$ cat src/rtl/id_ex_stage_if.sv
// ID/EX pipeline bundle: decoded ID-stage inputs, registered EX-stage outputs and hazard status.
// The stage module takes the slave modport; the upstream driver (or bench) takes master.
interface id_ex_stage_if;
  logic [1:0]  id_wb;
  logic [1:0]  id_mem;
  logic [3:0]  id_ex;
  logic [31:0] id_pc4;
  logic [31:0] id_rd1;
  logic [31:0] id_rd2;
  logic [31:0] id_imm;
  logic [4:0]  id_rs;
  logic [4:0]  id_rt;
  logic [4:0]  id_rd;
  logic        flush;

  logic [1:0]  ex_wb;
  logic [1:0]  ex_mem;
  logic [3:0]  ex_ex;
  logic [31:0] ex_pc4;
  logic [31:0] ex_rd1;
  logic [31:0] ex_rd2;
  logic [31:0] ex_imm;
  logic [4:0]  ex_rs;
  logic [4:0]  ex_rt;
  logic [4:0]  ex_rd;
  logic        ex_valid;
  logic        stall;
  logic [15:0] bubble_cnt;

  modport master (
    output id_wb, id_mem, id_ex, id_pc4, id_rd1, id_rd2, id_imm, id_rs, id_rt, id_rd, flush,
    input  ex_wb, ex_mem, ex_ex, ex_pc4, ex_rd1, ex_rd2, ex_imm, ex_rs, ex_rt, ex_rd,
    input  ex_valid, stall, bubble_cnt
  );

  modport slave (
    input  id_wb, id_mem, id_ex, id_pc4, id_rd1, id_rd2, id_imm, id_rs, id_rt, id_rd, flush,
    output ex_wb, ex_mem, ex_ex, ex_pc4, ex_rd1, ex_rd2, ex_imm, ex_rs, ex_rt, ex_rd,
    output ex_valid, stall, bubble_cnt
  );
endinterface

$ cat src/rtl/id_ex_stage.sv
// ID/EX pipeline register with load-use hazard detection and bubble insertion.
// Define ID_EX_PERF_CNT_EN to build the saturating bubble counter; otherwise bubble_cnt is 0.
module id_ex_stage (
  input logic          clk,
  input logic          rst_n,
  id_ex_stage_if.slave bus
);

  logic [1:0]  wb_q, mem_q;
  logic [3:0]  ex_q;
  logic [31:0] pc4_q, rd1_q, rd2_q, imm_q;
  logic [4:0]  rs_q, rt_q, rd_q;
  logic        valid_q;

  logic hazard;
  logic bubble;

  // Load in EX whose destination is a source of the ID instruction; $zero never hazards.
  always_comb begin
    hazard = mem_q[1] & valid_q & (rt_q != 5'd0) &
             ((rt_q == bus.id_rs) | (rt_q == bus.id_rt));
    bubble = hazard | bus.flush;
  end

  assign bus.stall = hazard & ~bus.flush;

  always_ff @(posedge clk or negedge rst_n) begin
    if (!rst_n) begin
      wb_q    <= '0;
      mem_q   <= '0;
      ex_q    <= '0;
      pc4_q   <= '0;
      rd1_q   <= '0;
      rd2_q   <= '0;
      imm_q   <= '0;
      rs_q    <= '0;
      rt_q    <= '0;
      rd_q    <= '0;
      valid_q <= 1'b0;
    end else begin
      // A bubble zeroes only control; datapath still follows ID.
      wb_q    <= bubble ? 2'b00 : bus.id_wb;
      mem_q   <= bubble ? 2'b00 : bus.id_mem;
      ex_q    <= bubble ? 4'b0000 : bus.id_ex;
      valid_q <= ~bubble;
      pc4_q   <= bus.id_pc4;
      rd1_q   <= bus.id_rd1;
      rd2_q   <= bus.id_rd2;
      imm_q   <= bus.id_imm;
      rs_q    <= bus.id_rs;
      rt_q    <= bus.id_rt;
      rd_q    <= bus.id_rd;
    end
  end

`ifdef ID_EX_PERF_CNT_EN
  logic [15:0] cnt_q, cnt_d;

  always_comb begin
    cnt_d = cnt_q;
    if (bubble && (cnt_q != 16'hFFFF)) begin
      cnt_d = cnt_q + 16'd1;
    end
  end

  always_ff @(posedge clk or negedge rst_n) begin
    if (!rst_n) begin
      cnt_q <= '0;
    end else begin
      cnt_q <= cnt_d;
    end
  end

  assign bus.bubble_cnt = cnt_q;
`else
  assign bus.bubble_cnt = 16'h0000;
`endif

  assign bus.ex_wb    = wb_q;
  assign bus.ex_mem   = mem_q;
  assign bus.ex_ex    = ex_q;
  assign bus.ex_pc4   = pc4_q;
  assign bus.ex_rd1   = rd1_q;
  assign bus.ex_rd2   = rd2_q;
  assign bus.ex_imm   = imm_q;
  assign bus.ex_rs    = rs_q;
  assign bus.ex_rt    = rt_q;
  assign bus.ex_rd    = rd_q;
  assign bus.ex_valid = valid_q;

endmodule

$ cat src/flat_wrapper.sv
// flat-port wrapper written by rule: the top's interface ports become plain ports
module id_ex_stage_flat 
  (clk, rst_n, bus_id_wb, bus_id_mem, bus_id_ex, bus_id_pc4, bus_id_rd1, bus_id_rd2, bus_id_imm, bus_id_rs, bus_id_rt, bus_id_rd, bus_flush, bus_ex_wb, bus_ex_mem, bus_ex_ex, bus_ex_pc4, bus_ex_rd1, bus_ex_rd2, bus_ex_imm, bus_ex_rs, bus_ex_rt, bus_ex_rd, bus_ex_valid, bus_stall, bus_bubble_cnt);
  id_ex_stage_if bus_i ();
  input logic clk;
  input logic rst_n;
  input wire logic [$bits(bus_i.id_wb)-1:0] bus_id_wb;
  input wire logic [$bits(bus_i.id_mem)-1:0] bus_id_mem;
  input wire logic [$bits(bus_i.id_ex)-1:0] bus_id_ex;
  input wire logic [$bits(bus_i.id_pc4)-1:0] bus_id_pc4;
  input wire logic [$bits(bus_i.id_rd1)-1:0] bus_id_rd1;
  input wire logic [$bits(bus_i.id_rd2)-1:0] bus_id_rd2;
  input wire logic [$bits(bus_i.id_imm)-1:0] bus_id_imm;
  input wire logic [$bits(bus_i.id_rs)-1:0] bus_id_rs;
  input wire logic [$bits(bus_i.id_rt)-1:0] bus_id_rt;
  input wire logic [$bits(bus_i.id_rd)-1:0] bus_id_rd;
  input wire logic [$bits(bus_i.flush)-1:0] bus_flush;
  output wire logic [$bits(bus_i.ex_wb)-1:0] bus_ex_wb;
  output wire logic [$bits(bus_i.ex_mem)-1:0] bus_ex_mem;
  output wire logic [$bits(bus_i.ex_ex)-1:0] bus_ex_ex;
  output wire logic [$bits(bus_i.ex_pc4)-1:0] bus_ex_pc4;
  output wire logic [$bits(bus_i.ex_rd1)-1:0] bus_ex_rd1;
  output wire logic [$bits(bus_i.ex_rd2)-1:0] bus_ex_rd2;
  output wire logic [$bits(bus_i.ex_imm)-1:0] bus_ex_imm;
  output wire logic [$bits(bus_i.ex_rs)-1:0] bus_ex_rs;
  output wire logic [$bits(bus_i.ex_rt)-1:0] bus_ex_rt;
  output wire logic [$bits(bus_i.ex_rd)-1:0] bus_ex_rd;
  output wire logic [$bits(bus_i.ex_valid)-1:0] bus_ex_valid;
  output wire logic [$bits(bus_i.stall)-1:0] bus_stall;
  output wire logic [$bits(bus_i.bubble_cnt)-1:0] bus_bubble_cnt;
  assign bus_i.id_wb = bus_id_wb;
  assign bus_i.id_mem = bus_id_mem;
  assign bus_i.id_ex = bus_id_ex;
  assign bus_i.id_pc4 = bus_id_pc4;
  assign bus_i.id_rd1 = bus_id_rd1;
  assign bus_i.id_rd2 = bus_id_rd2;
  assign bus_i.id_imm = bus_id_imm;
  assign bus_i.id_rs = bus_id_rs;
  assign bus_i.id_rt = bus_id_rt;
  assign bus_i.id_rd = bus_id_rd;
  assign bus_i.flush = bus_flush;
  assign bus_ex_wb = bus_i.ex_wb;
  assign bus_ex_mem = bus_i.ex_mem;
  assign bus_ex_ex = bus_i.ex_ex;
  assign bus_ex_pc4 = bus_i.ex_pc4;
  assign bus_ex_rd1 = bus_i.ex_rd1;
  assign bus_ex_rd2 = bus_i.ex_rd2;
  assign bus_ex_imm = bus_i.ex_imm;
  assign bus_ex_rs = bus_i.ex_rs;
  assign bus_ex_rt = bus_i.ex_rt;
  assign bus_ex_rd = bus_i.ex_rd;
  assign bus_ex_valid = bus_i.ex_valid;
  assign bus_stall = bus_i.stall;
  assign bus_bubble_cnt = bus_i.bubble_cnt;
  id_ex_stage u_core (.clk(clk), .rst_n(rst_n), .bus(bus_i));
endmodule
$ cat config.mk
export PLATFORM = sky130hd
export DESIGN_NAME = id_ex_stage_flat
export DESIGN_NICKNAME = d
export VERILOG_FILES = /design/src/rtl/id_ex_stage_if.sv /design/src/rtl/id_ex_stage.sv /design/src/flat_wrapper.sv
export SDC_FILE = /design/constraint.sdc
export NUM_CORES = 1
export LEC_CHECK = 0
export CELL_PAD_IN_SITES_DETAIL_PLACEMENT = 0
export CELL_PAD_IN_SITES_GLOBAL_PLACEMENT = 2
export CORE_ASPECT_RATIO = 0.8
export CORE_MARGIN = 2
export CORE_UTILIZATION = 20
export CTS_CLUSTER_DIAMETER = 40
export DETAILED_ROUTE_END_ITERATION = 7
export HOLD_SLACK_MARGIN = 0.02
export PLACE_DENSITY = 0.81
export RECOVER_POWER = 100
export SLEW_MARGIN = 30
export SYNTH_ARGS = -nofsm -noshare
export SYNTH_HDL_FRONTEND = slang
export SYNTH_SLANG_ARGS = --single-unit
export TNS_END_PERCENT = 10
$ cat constraint.sdc
create_clock -name clk -period 2.1 [get_ports clk]
set_input_delay 0.315 -clock clk [delete_from_list [all_inputs] [get_ports clk]]
set_output_delay 0.315 -clock clk [all_outputs]
set_load 0.02 [all_outputs]
==> run metrics, run 1 <==
drt wl/cell=15.6 µm; largest net degree at the start of global routing=52; Hold Slack=0.451 ns; clock period minus worst slack=2.12 ns; count of clock tree sinks=152; Yosys warning count=0; Synth cell types=14; relative slew slack=24.0%; R2R Setup Slk=0.24 ns; RSZ-0062 raised after global routing=yes; Clock Tree Buf Depth=2; antenna viol nets, final=0; worst min-delay path class=primary input to flip-flop; setup_tns=-0.0182 ns; port bufs=306; Tot Pwr=0.00693 W; switching share of power=25.3%; Layout area overhead=96.3%; slowest CP cell=dfrtp_1; Post-Synthesis Cells=206; final hold violations=0; placer congestion estimate=0.804; clock latency on the worst-skew pair=0.41 ns; Slew @ Worst Pin=1.14 ns; Setup WS pre-CTS=-0.284 ns; Simple-Gate Fraction of Synth Area=1.98%; WP data required=1.78 ns; final setup fails=1; Die X=166 µm; mux cell area share after synthesis=0%; Synth Area in Adders=0%; Vias=2867; CP Depth=4; violated checks=negative setup slack; critical path fanouts, max=2; fin nets=697; Mean Syn Cell Area=20.3 µm²; Root Driver=clkbuf_16; first-iteration detailed-routing DRC count=91; Comb pwr share=12.2%; DRC errors left=0; Reg2Reg Depth=9; P per Cell Area=845 nW/µm²; Synth area leaders=dfrtp_1 91%, buf_4 2.9%, xnor2_1 2.1%, nand2b_1 1.2%, a21oi_1 1.1%; leakage=3.55 nW; skew final=0.00278 ns; status=finished, violations left; Setup WS post-layout=-0.0182 ns; Synth Area in XOR/XNOR=2.10%; Synth area leader=dfrtp_1; DPL Wire Length=10600 µm; CTS tree=done; WP buf/inv=1; Initial Utilization=20.3%; vias in the first global route=3206; crit path DAT=1.80 ns; clock slew at the register clock pins of the worst setup and hold paths=0.07 ns; fin crit share=101%; post-synthesis cell area=4180 µm²; post-synthesis sequential area ratio=91.0%; Internal=0.00518 W; routed vias/inst=3.46; core area=20600 µm²; max cap viols=0; proportion of netlist area held by the largest area contributor=91.0%; Routed WL=12900 µm; CP endpoint kind=primary output; clock share of power=42.9%; gr ovfl total=0; row count=47; most frequent cells in the layout=295 x dlygate4sd3_1, 152 x dfrtp_1, 17 x clkbuf_16, 16 x conb_1, 10 x clkdlybuf4s50_1; share of layout cells above drive strength 1=8.45%; Worst VDD drop=0.525 mV; share of power burned in registers=44.9%; main combinational cell family by area after synthesis=buffers and inverters; clock buffer count from CTS=17; Top Family by Delay on Critical Path=simple AND/OR/NAND/NOR gates; first-pass detailed-route iteration total=4; CTS H-tree depth=4; pins over their slew limit=0; Switch Pwr=0.00175 W; GRT Resource Usage Total=12.0%; first-pass GRT wire length=19700 µm; Synth Area in Compound Gates=1.62%; Hold Crit Depth=1; Ports=323; Die Height=133 µm; Fmax achieved=472 MHz; Crit Path Category=flip-flop to primary output; most common cell after layout, fill and taps aside=dlygate4sd3_1; initial antenna violation count=4; CP peak stage delay=0.37 ns; die area=22100 µm²; crit-path cells=or3_1 -> o311a_1 -> and3b_1 -> buf_6; crit path launch type=flip-flop; Yosys reg bits=152
-- per-stage QoR --
stage                     utilization [%]  cells  cell area (µm²)
after floorplan                         -    221             4240
after global placement               36.9    788             7600
after detailed placement             36.9    788             7600
after CTS                            39.9    823             8210
after global routing                 39.9    828             8210
final                                39.9    828             8210
-- kinds of logic (layout without fill, tap and decap cells) --
logic type | after synthesis | in the layout
XOR/XNOR | 10 | 10
flip-flops | 152 | 152
other | 1 | 19
buffers and inverters | 18 | 353
AND/OR/NAND/NOR | 14 | 14
AO/OA/AOI/OAI | 11 | 11
-- path summary, 6_finish.rpt --
path / startpoint / endpoint
setup / recovery: u_core.bus.ex_rt[0]$_DFF_PN0_ / bus_stall
hold / removal: bus_id_imm[27] / u_core.bus.ex_imm[27]$_DFF_PN0_
setup reg to reg: u_core.bus.ex_rt[4]$_DFF_PN0_ / u_core.bus.ex_wb[1]$_DFF_PN0_
hold reg to reg: u_core.bus.ex_mem[1]$_DFF_PN0_ / u_core.bus.ex_valid$_DFF_PN0_
max in group asynchronous: rst_n / u_core.bus.ex_pc4[18]$_DFF_PN0_
min in group asynchronous: rst_n / u_core.bus.ex_rd1[13]$_DFF_PN0_
-- metal layers --
layer | up-vias | GRT usage (%) | share of wire (%)
met1 | 1390 | 13.5 | 38
li1 | 1296 | - | -
met2 | 165 | 20.5 | 52
met5 | - | 0 | 0.12
met3 | 14 | 5.38 | 8.3
met4 | 2 | 3.57 | 1.8
-- power by group through the flow --
| stage | Combinational (W) | Sequential, W | Clock, W |
|---|---|---|---|
| 2_1_floorplan | 0.0000872 | 0.00337 | 0 |
| 3_3_place_gp | 0.000963 | 0.00317 | 0 |
| 3_5_place_dp | 0.000969 | 0.00318 | 0 |
| 4_1_cts | 0.000976 | 0.00312 | 0.00308 |
| 5_1_grt | 0.000900 | 0.00313 | 0.00324 |
| 6_report | 0.000847 | 0.00311 | 0.00297 |
-- area by class of cell --
type,count,area (µm²)
Tap cell,269,337
Timing Repair Buffer,321,3170
Sequential cell,152,3800
Clock buffer,18,429
Multi-Input combinational cell,51,305
Antenna cell,3,7.51
Clock inverter,14,154
Fill cell,1931,12400
-- cell usage after synthesis (all sizes together) --
library cell	instances
a21oi	9
and3b	1
buf	18
conb	1
dfrtp	152
nand2	2
nand2b	8
nand3	2
o22ai	1
o311a	1
or3	1
xnor2	10
-- repair_timing --
action	in CTS	in global routing
hold buffers	1	0
setup buffers	2	2
setup endpoints to repair	1	1
endpoints found under the hold margin	45	0
resized for setup	6	2
pin swaps	4	5
-- sequential cells by signal, summed over array words and instances (netlist names), 4 cells and up --
name	cells
u_core.bus.ex_rd	5
u_core.bus.ex_rt	5
u_core.bus.ex_pc4	32
u_core.bus.ex_imm	32
u_core.bus.ex_rs	5
u_core.bus.ex_rd2	32
u_core.bus.ex_ex	4
u_core.bus.ex_rd1	32
Note: power is estimated with default switching activity, not from simulation.
==> run 2, diff against run 1 <==
- CORE_MARGIN: 2 -> 5
- REMOVE_ABC_BUFFERS: not set -> 1
==> run 2 against run 1 <==
Largest power group unchanged. Register-to-register slack improved by 0.40 ns. The flow still finishes with violations (negative setup slack). Total power increased by 0.58%. Clock-buffer cell count increased by 2. Largest cell class unchanged. Via count increased by 0.98%. Core utilization decreased by 0.35 points. Routed wire length increased by 8.0%.
==> run metrics, run 2 (same netlist as run 1, synthesis figures left out) <==
Routed WL=14000 µm; max cap viols=0; worst min-delay path class=primary input to flip-flop; WP data required=1.78 ns; violated checks=negative setup slack; fin crit share=101%; RSZ-0062 raised after global routing=yes; critical path fanouts, max=2; final setup fails=1; Vias=2895; Tot Pwr=0.00697 W; Root Driver=clkbuf_16; routed vias/inst=3.53; antenna viol nets, final=0; DPL Wire Length=11500 µm; Die X=172 µm; clock slew at the register clock pins of the worst setup and hold paths=0.06 ns; gr ovfl total=0; Worst VDD drop=0.454 mV; fin nets=693; GRT Resource Usage Total=11.6%; most frequent cells in the layout=295 x dlygate4sd3_1, 152 x dfrtp_1, 17 x clkbuf_16, 16 x conb_1; first-iteration detailed-routing DRC count=98; n_diodes=0; P per Cell Area=855 nW/µm²; core area=20600 µm²; share of layout cells above drive strength 1=7.79%; Clock Tree Buf Depth=2; CTS tree=done; clock latency on the worst-skew pair=0.41 ns; design area=8160 µm²; final hold violations=0; first-pass GRT wire length=20800 µm; DRC errors left=0; row count=47; Die Height=139 µm; crit path DAT=1.81 ns; Final Core Density=39.5%; Layout area overhead=95.2%; port bufs=306; pins over their slew limit=0; largest net degree at the start of global routing=47; relative slew slack=32.6%; skew final=0.00531 ns; vias in the first global route=3381; leakage=3.52 nW; status=finished, violations left; dpl cell area=7600 µm²; Setup WS pre-CTS=-0.289 ns; Hold Slack=0.445 ns; initial antenna violation count=2; CP endpoint kind=primary output; first-pass detailed-route iteration total=4; Crit Path Category=flip-flop to primary output; placer congestion estimate=0.855; Ports=323; clock buffer count from CTS=17; Fmax achieved=471 MHz; Setup WS post-layout=-0.0219 ns; die area=23900 µm²; CTS H-tree depth=4; count of clock tree sinks=152; clock period minus worst slack=2.12 ns; crit path launch type=flip-flop; Slew @ Worst Pin=1.01 ns; Initial Utilization=20.3%; drt wl/cell=17.0 µm; most common cell after layout, fill and taps aside=dlygate4sd3_1
## run 2: cell types whose count changed in the layout (fill, tap and decap cells not counted), moves of 2 or more
cell,change
inv_8,-2
diode_2,-3
clkinv_4,-2
clkbuf_4,-2
clkinvlp_4,+3
buf_6,-3
## run 2: worst max-delay path, stage by stage (launching register included)
cell and delay, ns:
dfrtp_1 0.38, or3_1 0.37, o311a_1 0.31, and3b_1 0.18, buf_2 0.15
## run 2: per-layer routing
layer  vias to the layer above  global-route usage, %  wire length, µm
li1                       1282                      -                -
met1                      1438                   13.2             5020
met2                       160                   20.3             7310
met3                        11                   4.31             1460
met4                         4                   3.38              140
met5                         -                      0               25
## run 2: cell type report
class	instances	area, µm²
well taps	269	337
clock buffers	20	447
clock inverters	12	141
flip-flops and latches	152	3800
fillers	1914	12500
repair buffers	317	3130
multi-input cells	51	298
## run 2: path summary, 6_finish.rpt
| check | from | to | slack [ns] | cells after the start |
|---|---|---|---|---|
| worst max-delay path | u_core.bus.ex_rt[4]$_DFF_PN0_ | bus_stall | -0.02 | 4 |
| worst min-delay path | bus_id_ex[2] | u_core.bus.ex_ex[2]$_DFF_PN0_ | 0.44 | 3 |
| worst max register to register | u_core.bus.ex_rt[4]$_DFF_PN0_ | u_core.bus.ex_wb[1]$_DFF_PN0_ | 0.64 | 4 |
| worst min register to register | u_core.bus.ex_mem[1]$_DFF_PN0_ | u_core.bus.ex_mem[0]$_DFF_PN0_ | 0.78 | 3 |
| max in group asynchronous | rst_n | u_core.bus.ex_rd1[18]$_DFF_PN0_ | 0.32 | 3 |
| min in group asynchronous | rst_n | u_core.bus.ex_rd2[22]$_DFF_PN0_ | 0.61 | 2 |
## run 2: timing repair
action	in CTS	in global routing
setup endpoints to repair	1	1
gates resized for setup	4	0
buffers inserted	0	0
hold buffers	1	0
hold endpoints to repair	36	0
## run 2: through the flow
stage | std cells | TNS, ns
floorplan | 203 | 0
global placement | 788 | -0.301
detailed placement | 788 | -0.289
CTS | 821 | -0.0638
global route | 821 | -0.726
finish | 821 | -0.0219
## run 2: report_power, final
| part | switching (W) | total [W] | leakage (nW) | internal, W |
|---|---|---|---|---|
| Combinational | 0.000424 | 0.000844 | 1.47 | 0.000420 |
| Sequential | 0.0000402 | 0.00312 | 1.78 | 0.00308 |
| Clock | 0.00121 | 0.00301 | 0.270 | 0.00180 |
